### src/rtl/bram_sdp.sv
// rtl/bram_sdp.sv - simple dual-port RAM: synchronous write, registered read
module bram_sdp #(
  parameter int WIDTH = 8,
  parameter int DEPTH = 256,
  parameter int ADDRW = $clog2(DEPTH)
) (
  input  logic             clk,
  input  logic             we,
  input  logic [ADDRW-1:0] waddr,
  input  logic [WIDTH-1:0] wdata,
  input  logic [ADDRW-1:0] raddr,
  output logic [WIDTH-1:0] rdata
);

  logic [WIDTH-1:0] mem [DEPTH];

  // Read and write share one block, so a same-address collision returns the old word.
  always_ff @(posedge clk) begin
    if (we) begin
      mem[waddr] <= wdata;
    end
    rdata <= mem[raddr];
  end

endmodule

### src/rtl/rom_loader.sv
// rtl/rom_loader.sv - fills a word memory from a byte stream, exposes a ROM-style read port
module rom_loader #(
  parameter  int WIDTH  = 8,
  parameter  int DEPTH  = 256,
  localparam int ADDRW  = $clog2(DEPTH),
  localparam int NBYTES = WIDTH / 8
) (
  input  logic             clk,
  input  logic             rst,
  input  logic             start,
  input  logic [7:0]       din,
  input  logic             din_valid,
  output logic             din_ready,
  output logic             busy,
  output logic             done,
  output logic [ADDRW:0]   count,
  input  logic [ADDRW-1:0] rd_addr,
  output logic [WIDTH-1:0] rd_data
);

  localparam int IDXW = (NBYTES > 1) ? $clog2(NBYTES) : 1;

  if (WIDTH % 8 != 0 || WIDTH < 8) begin : g_width_check
    $error("rom_loader: WIDTH must be a nonzero multiple of 8");
  end

  typedef enum logic [1:0] {
    IDLE,
    LOAD,
    DONE
  } state_t;

  state_t            state;
  logic [IDXW-1:0]   byte_idx;
  logic [ADDRW-1:0]  waddr;
  logic [WIDTH-1:0]  pack;
  logic [WIDTH-1:0]  next_word;
  logic              last_byte;
  logic              we;

  // Shifting left byte by byte leaves the first byte in the MS position once the word is full.
  assign next_word = (pack << 8) | WIDTH'(din);
  assign last_byte = (byte_idx == IDXW'(NBYTES - 1));
  assign we        = (state == LOAD) && din_valid && last_byte;

  always_ff @(posedge clk or posedge rst) begin
    if (rst) begin
      state     <= IDLE;
      din_ready <= 1'b0;
      busy      <= 1'b0;
      done      <= 1'b0;
      count     <= '0;
      byte_idx  <= '0;
      waddr     <= '0;
      pack      <= '0;
    end else begin
      done <= 1'b0;
      case (state)
        IDLE: begin
          if (start) begin
            state     <= LOAD;
            din_ready <= 1'b1;
            busy      <= 1'b1;
            waddr     <= '0;
            byte_idx  <= '0;
            count     <= '0;
          end
        end
        LOAD: begin
          if (din_valid) begin
            pack <= next_word;
            if (last_byte) begin
              byte_idx <= '0;
              waddr    <= waddr + ADDRW'(1);
              count    <= count + (ADDRW + 1)'(1);
              if (waddr == ADDRW'(DEPTH - 1)) begin
                state     <= DONE;
                din_ready <= 1'b0;
                busy      <= 1'b0;
                done      <= 1'b1;
              end
            end else begin
              byte_idx <= byte_idx + IDXW'(1);
            end
          end
        end
        DONE: begin
          state <= IDLE;
        end
        default: begin
          state <= IDLE;
        end
      endcase
    end
  end

  bram_sdp #(
    .WIDTH (WIDTH),
    .DEPTH (DEPTH),
    .ADDRW (ADDRW)
  ) u_mem (
    .clk   (clk),
    .we    (we),
    .waddr (waddr),
    .wdata (next_word),
    .raddr (rd_addr),
    .rdata (rd_data)
  );

endmodule

### config.mk
export PLATFORM = sky130hd
export DESIGN_NAME = rom_loader
export DESIGN_NICKNAME = d
export VERILOG_FILES = /design/src/rtl/bram_sdp.sv /design/src/rtl/rom_loader.sv
export SDC_FILE = /design/constraint.sdc
export NUM_CORES = 2
export LEC_CHECK = 0
export BUFFER_PORTS_ARGS = -buffer_cell sky130_fd_sc_hd__buf_2
export CAP_MARGIN = 20
export CORE_MARGIN = 5
export CORE_UTILIZATION = 40
export CTS_CLUSTER_SIZE = 20
export DETAILED_ROUTE_END_ITERATION = 12
export PLACE_DENSITY_LB_ADDON = 0.05
export SYNTH_ARGS = -nofsm -noshare
export SYNTH_HDL_FRONTEND = slang
export SYNTH_HIERARCHICAL = 1
export SYNTH_SLANG_ARGS = --single-unit
### constraint.sdc
create_clock -name clk -period 7.1 [get_ports clk]
set_input_delay 0.355 -clock clk [delete_from_list [all_inputs] [get_ports clk]]
set_output_delay 0.355 -clock clk [all_outputs]
set_load 0.02 [all_outputs]
==> metrics <==
layout overhead on the synthesized area 12.80%; antenna violations before repair 12; H-tree levels 4; height of the die 458.8 um; r2r setup slk 3.41 ns; postcts setup bufs 0; Worst Setup Start Kind flip-flop; row count 164; Yosys reg bits 2077; CP Cell Sequence nand3b_1, inv_1, nand4_1, buf_4, nor2_1; max-cap violations 0; total wire length 224.2 mm; clock sinks 2077; GRT overflow 0; Overall Power 0.02659 W; PD cells 292.6 mW/mm^2; fmax 271.2 MHz; Starting Density 0.4026; First-pass DRT Iterations 5; fin crit period 3.687 ns; slowest CP cell nor2_1; RSZ-0062 raised after global routing no; Final HPWL DP 135.9 mm; later-pin clock latency in the skew report 0.85 ns; Cells after Synth 3833; Crit Path Max Fanout 24; Post-DRT Antenna Nets 0; Worst EP arrival 4.14 ns; Seq/Total Area, Yosys 0.7720; Worst Setup End Kind flip-flop; Worst-Margin Slew 1.269 ns; design area 0.09087 mm^2; total CTS buffers 215; clk root buf clkbuf_16; # setup viols final 0; Layout Nets 3979; Top FF cell, synth edfxtp_1; Hold Fails Final Rpt 0; mapped cell area 0.08055 mm^2; core box area 0.2001 mm^2; die boundary width 458.8 um; Synth top area share 0.7634; status finished clean; top cells by area, synth edfxtp_1 (76%), mux4_2 (13%), mux2i_1 (1.7%); Max Root-Sink Buffers 3; syn nets 3855; Hold Crit Class primary input to flip-flop; Setup CP Type flip-flop to flip-flop; number of top-level pins 40; VDD IR-drop max 0.2489 mV; drt via density 5.815; final count of pins violating max slew 0; Tot GR Track Use 0.2122; Initial DRC Count 4174; Worst R2R Path Depth 5; Final Cycle Share 0.5193; first-pass GRT wire length 316.0 mm; layout cell share with drive strength beyond 1 0.2241; DR DRC count 0; vias in the first global route 40610; post-synth top area cell edfxtp_1; Slowest Stage Delay on Critical Path 0.72 ns; clk slew on worst S/H paths 0.06 ns; WL per Instance 32.96 um; clock skew 0.03063 ns; Critical Path RT 7.56 ns; Relative slew margins 0.1537; CTS tree done; I/O Buffers 39; YS warnings 6; Setup TNS Final 0 ns; routability cong. 0.7993; Pleak 27.92 nW; largest net degree at the start of global routing 169; Synth async-reset ratio 0.01011; Post-synth EDFFs 2048; Die Area 0.2105 mm^2; placed inst area 0.08362 mm^2; Vias 39550; Synth cell types 65; worst hold stages 1; Avg Inst Size Synth 21.02 um^2
[per-layer routing]
layer,share of wire,track usage
met3,0.068,0.03821
met4,0.019,0.04439
met5,0,0
met2,0.48,0.3434
met1,0.43,0.3048
[cells in the final DEF (no fill, tap or decap), drive strengths merged, types with 40 or more instances in the layout]
master	count
a21oi	98
a22oi	133
buf	136
clkbuf	270
clkinv	89
edfxtp	2048
mux2i	135
mux4	456
nand2	43
nand3	40
nor2	294
o221ai	47
[worst max-delay path: cells and delay by family (launching register included)]
family / cells / cell delay, ns
simple gates: 3 / 1.68
buf+inv: 2 / 1.08
flops: 1 / 0.52
[final cells by class]
| type | instances | area, um^2 |
|---|---|---|
| clock inverters | 127 | 1331 |
| repair buffers | 143 | 1264 |
| well taps | 2656 | 3323 |
| inverters | 6 | 22.52 |
| flip-flops and latches | 2077 | 62180 |
| fillers | 16750 | 109200 |
| diodes | 8 | 20.02 |
| clock buffers | 270 | 5776 |
| multi-input cells | 1514 | 16950 |
[kinds of logic after synthesis]
kind of cell / count (synthesis) / synth area share
flops: 2077 / 0.7720
mux: 593 / 0.1447
buf+inv: 242 / 0.01845
fa+ha+maj: 2 / 0.0003106
simple gates: 512 / 0.02892
compound gates: 397 / 0.03459
xor+xnor: 10 / 0.001087
[path summary, 6_finish.rpt]
check	from	to
max in group asynchronous	rst	waddr[1]
min in group asynchronous	rst	waddr[2]
worst max register to register	state[1]	u_mem/mem[59][2]
worst max-delay path	state[1]	u_mem/mem[59][2]
worst min-delay path	din[5]	u_mem/mem[138][5]
worst min register to register	busy	busy
[state kept, by name (all words and copies together), names as in the netlist]
signal / count
u_mem/mem: 2048
u_mem/rdata: 8
count: 9
done: 1
state: 2
waddr: 8
busy: 1
[metrics by stage]
step	cells	hold WS (ns)	util	setup slack, ns
CTS	6789	0.03403	0.4538	3.458
floorplan	3833	0.3315	-	4.555
global route	6794	0.01533	0.4541	3.175
finish	6801	0.04107	0.4542	3.413
global placement	6378	0.5215	0.4176	2.553
detailed placement	6385	0.5527	0.4180	2.727
[synth_stat cells, drive strengths merged, types with 2 or more instances]
cell type     n
nor4         32
xor2          4
nand2b        8
a31oi         2
edfxtp     2048
nand4        15
or3           2
or2           4
buf         123
nand3b        3
dfxtp         8
dfrtp        21
a22o          8
mux4        456
and3b         2
o211ai       10
a311oi        2
nor2        294
and2          6
a21oi        98
inv           5
nor2b        32
mux2i       135
nor3         25
o22ai        28
a2111oi       5
a22oi       133
a211oi       16
o221ai       47
mux2          2
clkbuf      113
o22a          5
o32ai         5
nand2        43
o21ai        20
nor3b         2
xnor2         6
nand3        40
ha            2
a221oi       14
[repair_timing]
action / in CTS / in global routing
resized for setup: 0 / 0
endpoints found under the hold margin: 72 / 0
hold buffers: 7 / 0
[power by group]
part / leakage (nW) / switching [W] / total (W) / internal, W
clock: 3.47 / 0.00467 / 0.0113 / 0.00668
combinational: 5.71 / 0.00112 / 0.00158 / 0.000459
sequential: 18.7 / 0.0000934 / 0.0137 / 0.0136
total: 27.9 / 0.00588 / 0.0266 / 0.0207
(Power assumes the default switching activity.)
